**src/rtl/core_pkg.sv**
```systemverilog
// ============================================================================
// Module   : core_pkg
// Purpose  : Shared widths and enums for the IF/DM memory arbiter.
// Revision : 1.0 - initial release
// ============================================================================
`default_nettype none

package core_pkg;

  localparam int AW_DEF = 32;
  localparam int DW_DEF = 32;

  typedef enum logic [1:0] {
    IDLE = 2'd0,
    REQ  = 2'd1,
    RESP = 2'd2
  } state_t;

  typedef enum logic {
    OWN_IF = 1'b0,
    OWN_DM = 1'b1
  } owner_t;

endpackage

`default_nettype wire

```
**src/rtl/mem_arbiter.sv**
```systemverilog
// ============================================================================
// Module   : mem_arbiter
// Purpose  : Two-master (IF/DM) arbiter onto one memory port, one outstanding
//            transaction, DM priority with bounded IF starvation.
// Revision : 1.0 - initial release
// ============================================================================
`default_nettype none

module mem_arbiter
  import core_pkg::*;
#(
  parameter int AW       = AW_DEF,
  parameter int DW       = DW_DEF,
  parameter int MAX_WAIT = 4
) (
  input  logic              clk,
  input  logic              rst,
  input  logic              if_req,
  input  logic [AW-1:0]     if_addr,
  output logic              if_gnt,
  output logic              if_rvalid,
  output logic [DW-1:0]     if_rdata,
  input  logic              dm_req,
  input  logic              dm_we,
  input  logic [DW/8-1:0]   dm_be,
  input  logic [AW-1:0]     dm_addr,
  input  logic [DW-1:0]     dm_wdata,
  output logic              dm_gnt,
  output logic              dm_rvalid,
  output logic [DW-1:0]     dm_rdata,
  output logic              mem_req,
  output logic              mem_we,
  output logic [DW/8-1:0]   mem_be,
  output logic [AW-1:0]     mem_addr,
  output logic [DW-1:0]     mem_wdata,
  input  logic              mem_gnt,
  input  logic              mem_rvalid,
  input  logic [DW-1:0]     mem_rdata,
  output logic              busy,
  output logic              err_spurious
);

  localparam int c_cw = (MAX_WAIT > 0) ? $clog2(MAX_WAIT + 1) : 1;
  localparam logic [c_cw-1:0] c_max_wait = c_cw'(MAX_WAIT);

  state_t              r_state;
  owner_t              r_owner;
  logic [c_cw-1:0]     r_starve;
  logic                r_err;
  logic                r_mem_req;
  logic                r_mem_we;
  logic [DW/8-1:0]     r_mem_be;
  logic [AW-1:0]       r_mem_addr;
  logic [DW-1:0]       r_mem_wdata;

  logic w_any_req;
  logic w_arb;
  logic w_pick_if;
  logic w_gnt;
  logic w_rsp;

  assign w_any_req = if_req | dm_req;
  assign w_arb     = w_any_req & ((r_state == IDLE) | ((r_state == RESP) & mem_rvalid));
  // IF only overtakes a competing DM request once it has been passed over MAX_WAIT times
  assign w_pick_if = if_req & (~dm_req | (r_starve == c_max_wait));
  assign w_gnt     = (r_state == REQ) & mem_gnt;
  assign w_rsp     = (r_state == RESP) & mem_rvalid;

  always_ff @(posedge clk or posedge rst) begin
    if (rst) begin
      r_state     <= IDLE;
      r_owner     <= OWN_DM;
      r_starve    <= '0;
      r_err       <= 1'b0;
      r_mem_req   <= 1'b0;
      r_mem_we    <= 1'b0;
      r_mem_be    <= '0;
      r_mem_addr  <= '0;
      r_mem_wdata <= '0;
    end else begin
      if (mem_rvalid && (r_state != RESP))
        r_err <= 1'b1;

      if (!if_req)
        r_starve <= '0;
      else if (w_gnt) begin
        if (r_owner == OWN_IF)
          r_starve <= '0;
        else if (r_starve != c_max_wait)
          r_starve <= r_starve + 1'b1;
      end

      case (r_state)
        REQ: if (mem_gnt) begin
          r_mem_req <= 1'b0;
          r_state   <= RESP;
        end
        RESP: if (mem_rvalid && !w_any_req)
          r_state <= IDLE;
        default: r_state <= r_state;
      endcase

      // A new arbitration overrides the plain state transitions above
      if (w_arb) begin
        r_state   <= REQ;
        r_mem_req <= 1'b1;
        if (w_pick_if) begin
          r_owner     <= OWN_IF;
          r_mem_we    <= 1'b0;
          r_mem_be    <= '1;
          r_mem_addr  <= if_addr;
          r_mem_wdata <= '0;
        end else begin
          r_owner     <= OWN_DM;
          r_mem_we    <= dm_we;
          r_mem_be    <= dm_be;
          r_mem_addr  <= dm_addr;
          r_mem_wdata <= dm_wdata;
        end
      end
    end
  end

  assign if_gnt       = w_gnt & (r_owner == OWN_IF);
  assign dm_gnt       = w_gnt & (r_owner == OWN_DM);
  assign if_rvalid    = w_rsp & (r_owner == OWN_IF);
  assign dm_rvalid    = w_rsp & (r_owner == OWN_DM);
  assign if_rdata     = if_rvalid ? mem_rdata : '0;
  assign dm_rdata     = dm_rvalid ? mem_rdata : '0;
  assign mem_req      = r_mem_req;
  assign mem_we       = r_mem_we;
  assign mem_be       = r_mem_be;
  assign mem_addr     = r_mem_addr;
  assign mem_wdata    = r_mem_wdata;
  assign busy         = (r_state != IDLE);
  assign err_spurious = r_err;

endmodule

`default_nettype wire

```
**config.mk**
```make
export PLATFORM = sky130hd
export DESIGN_NAME = mem_arbiter
export DESIGN_NICKNAME = d
export VERILOG_FILES = /design/src/rtl/core_pkg.sv /design/src/rtl/mem_arbiter.sv
export SDC_FILE = /design/constraint.sdc
export NUM_CORES = 1
export LEC_CHECK = 0
export CAP_MARGIN = 0
export CORE_AREA = 2 2 108 110
export CTS_CLUSTER_DIAMETER = 120
export CTS_CLUSTER_SIZE = 28
export DETAILED_ROUTE_END_ITERATION = 6
export DIE_AREA = 0 0 110 112
export PLACE_DENSITY = 0.81
export SYNTH_ARGS = -nofsm -noshare
export SYNTH_HDL_FRONTEND = slang
export SYNTH_SLANG_ARGS = --single-unit
export TNS_END_PERCENT = 5
```
**constraint.sdc**
```tcl
create_clock -name clk -period 2.95 [get_ports clk]
set_input_delay 0.59 -clock clk [delete_from_list [all_inputs] [get_ports clk]]
set_output_delay 0.59 -clock clk [all_outputs]
set_load 0.02 [all_outputs]
```
==> summary.txt <==
Pwr
  • Comb power frac: 47.1%
  • Worst vdd ir: 0.493 mV
  • Pleak: 0.00399 uW
  • Pwr per Cell Area: 754 nW/um2
  • Switch Pwr: 2020 uW
  • Switching share of total power: 36.7%
  • Clock Power Share: 21.2%
  • Internal Power: 3480 uW
  • Reg power frac: 31.7%

GRT
  • Initial antenna violation count: 0
  • Vias in the first global route: 4289
  • GRT overflow: 0
  • Largest net degree at the start of global routing: 46
  • GRT Overall Usage: 23.0%
  • Global-route wire length before repair: 21.9 mm

Clock tree
  • CTS tree: done
  • CTS buffer count: 9
  • Hold-fix buffers at CTS: 0
  • Clock sinks: 77
  • Clock buffer depth: 2
  • Root buffer cell: clkbuf_16
  • Htree depth: 3
  • Worst-Skew Late Latency: 0.33 ns
  • Worst-path clk slew: 0.06 ns

Min path
  • Tightest Hold Check Type: reg2reg

Routing
  • Met2 wire length: 8.01 mm
  • DR pass1 iterations: 5
  • Max layer used: met4
  • Met1 WL: 5.16 mm
  • Residual DRC: 0
  • Via count: 4316
  • Wire length per cell: 18.8 um
  • Met3 wire len: 1.58 mm
  • Vias per cell: 5.37
  • Antenna-violating nets left: 0
  • Initial DRC Count: 368
  • Total routed wirelength: 15.1 mm

Setup path
  • Crit-path slowest cell: clkdlybuf4s50_1
  • Critical Path, Cell by Cell: clkdlybuf4s50_1, nor3b_4, buf_12, clkdlybuf4s50_1
  • Critical path required time: 2.36 ns
  • Worst path buffer plus inverter count: 3
  • Critical Path Most Common Cell: clkdlybuf4s50_1
  • Top delay family on crit path: buffers and inverters
  • Worst-path fanout max: 33
  • Crit-path max cell delay: 0.63 ns
  • Worst setup SP type: input port
  • Crit. End Element: output port
  • CP Class: in2out
  • Arr. time, crit path: 2.24 ns

Yosys
  • Ys async rst share: 100%
  • Post-synthesis register bit count: 77
  • Primary FF master, synth: dfrtp_1
  • Synthesized net count: 533
  • Share of the synthesized area in the top cell type: 49.4%
  • Synth Cell Area: 3850 um2
  • Syn avg cell area: 9.83 um2
  • Synth area leader: dfrtp_1
  • Cells after synthesis: 392
  • Yosys warning total: 0
  • Sequential share of the synthesized area: 50.0%
  • Netlist cell types: 33
  • EDFF count, synth: 0
  • Top post-synthesis cells by area: dfrtp_1, a31oi_1, and2_1

Floorplanning
  • Ports: 279
  • Starting Density: 34.5%
  • Chip height: 112 um
  • Die W: 110 um
  • Rows: 39
  • Die area: 12300 um2
  • Core Area: 11200 um2

Placed design
  • PortBufs: 278
  • Inst Count DP: 788
  • Dpl cell area: 6810 um2
  • GPL Wtd Cong: 0.794
  • Placement Setup Slack: -0.00668 ns
  • Post-DP HPWL: 10.9 mm

STA
  • Clock skew: 0.00419 ns
  • Final hold viol count: 0
  • Slew HR: 36.6%
  • Final worst slack: 0.125 ns
  • Setup TNS: 0 ns
  • RSZ-0062 raised after global routing: false
  • Fmax: 0.354 GHz
  • Pins Over Slew Limit: 0
  • Least-Margin Pin Slew: 0.950 ns
  • Fin crit share: 95.8%
  • Fin crit period: 2.83 ns
  • Finish-stage setup viols: 0

Finish
  • Final Non-Filler Cells: 804
  • Fillers: 855
  • Reg area: 1930 um2
  • Final core occ: 65.2%
  • Layout cell share with drive strength beyond 1: 6.05%
  • Nets: 797
  • Diode count: 0
  • Design area: 7290 um2
  • Layout area overhead: 89.2%
  • Multi-input logic area: 1740 um2

Flow run
  • Max-cap violations: 0

Status
  • Status: completed
[cell usage in the layout, fill, tap and decap left out, types with 2 or more instances in the layout]
| cell type | count |
|---|---|
| nand2_1 | 8 |
| a21oi_1 | 2 |
| clkbuf_16 | 9 |
| ha_1 | 2 |
| o22a_1 | 4 |
| and2_1 | 65 |
| buf_12 | 4 |
| a31oi_1 | 65 |
| dfrtp_1 | 76 |
| inv_1 | 3 |
| a22o_1 | 33 |
| or2_2 | 2 |
| inv_6 | 3 |
| clkdlybuf4s50_1 | 214 |
| a21o_1 | 2 |
| nor2_1 | 3 |
| o21ai_0 | 34 |
| buf_4 | 12 |
| nand3_1 | 34 |
| nand2b_1 | 2 |
| dlymetal6s2s_1 | 63 |
[state kept, by name (all words and copies together) (netlist names)]
signal        flops
r_state           2
mem_we            1
mem_req           1
mem_be            4
r_owner           1
mem_wdata        32
mem_addr         32
err_spurious      1
r_starve          3
[kinds of logic after synthesis]
| logic type | after synthesis | share of synthesized area [%] |
|---|---|---|
| and+or+nand+nor | 120 | 18.0 |
| buffers and inverters | 46 | 5.33 |
| DFF | 77 | 50.0 |
| adders and majority gates | 2 | 0.649 |
| AOI/OAI and AO/OA | 147 | 26.0 |
[cell type report]
class | count | area share, %
Clock buffer | 10 | 3.28
Inverter | 5 | 0.257
Multi-Input combinational cell | 269 | 23.9
Timing Repair Buffer | 294 | 42.7
Sequential cell | 77 | 26.5
Clock inverter | 6 | 1.03
Tap cell | 143 | 2.45
[path summary, 6_finish.rpt]
kind	start	end	slack, ns	depth (start not counted)
min in group asynchronous	rst	mem_addr[9]	0.68	2
worst max-delay path	mem_rvalid	if_rvalid	0.12	4
worst min-delay path	mem_req	mem_req	0.48	2
worst max register to register	r_starve[0]	mem_we	1.02	6
max in group asynchronous	rst	r_owner	1.52	3
worst min register to register	mem_req	mem_req	0.48	2
[per-layer routing]
layer	vias to the layer above	global-route usage, %
met5	-	0
met4	0	8.35
met3	24	7.03
met2	246	42.0
met1	2073	24.4
li1	1973	-
[power by group through the flow]
| stage | registers [uW] | clock network [uW] | logic [uW] |
|---|---|---|---|
| 4_1_cts | 1740 | 1180 | 2610 |
| 2_1_floorplan | 2230 | 0 | 731 |
| 6_report | 1740 | 1160 | 2580 |
| 5_1_grt | 1790 | 1240 | 2740 |
| 3_3_place_gp | 1730 | 0 | 2550 |
| 3_5_place_dp | 1750 | 0 | 2600 |
[through the flow]
| step | total power [uW] | hold WS (ns) |
|---|---|---|
| floorplan | 2960 | 0.528 |
| global placement | 4280 | 0.451 |
| detailed placement | 4350 | 0.450 |
| CTS | 5540 | 0.481 |
| global route | 5770 | 0.517 |
| finish | 5490 | 0.477 |
[synthesized netlist by cell type (all sizes together) (3+ instances only)]
library cell,number
a31oi,65
o22a,4
nor2,3
nand3,34
inv,4
dfrtp,76
a22o,33
and2,65
o21ai,34
buf,6
nand2,8
clkbuf,35
[timing repair]
| item | 4_1_cts | 5_1_grt |
|---|---|---|
| buffers inserted | 0 | 0 |
| endpoints found under the setup margin | 6 | 63 |
| resized for setup | 2 | 63 |
| pin swaps | 0 | 0 |
[worst register-to-register path: cells and delay by family, from the launching register on]
family                   cells  cell delay (ns)
flip-flops                   1             0.37
adder cells (fa/ha/maj)      1             0.25
AO/OA/AOI/OAI                3             0.78
buffers and inverters        2             0.47
Note: power is estimated with default switching activity, not from simulation.
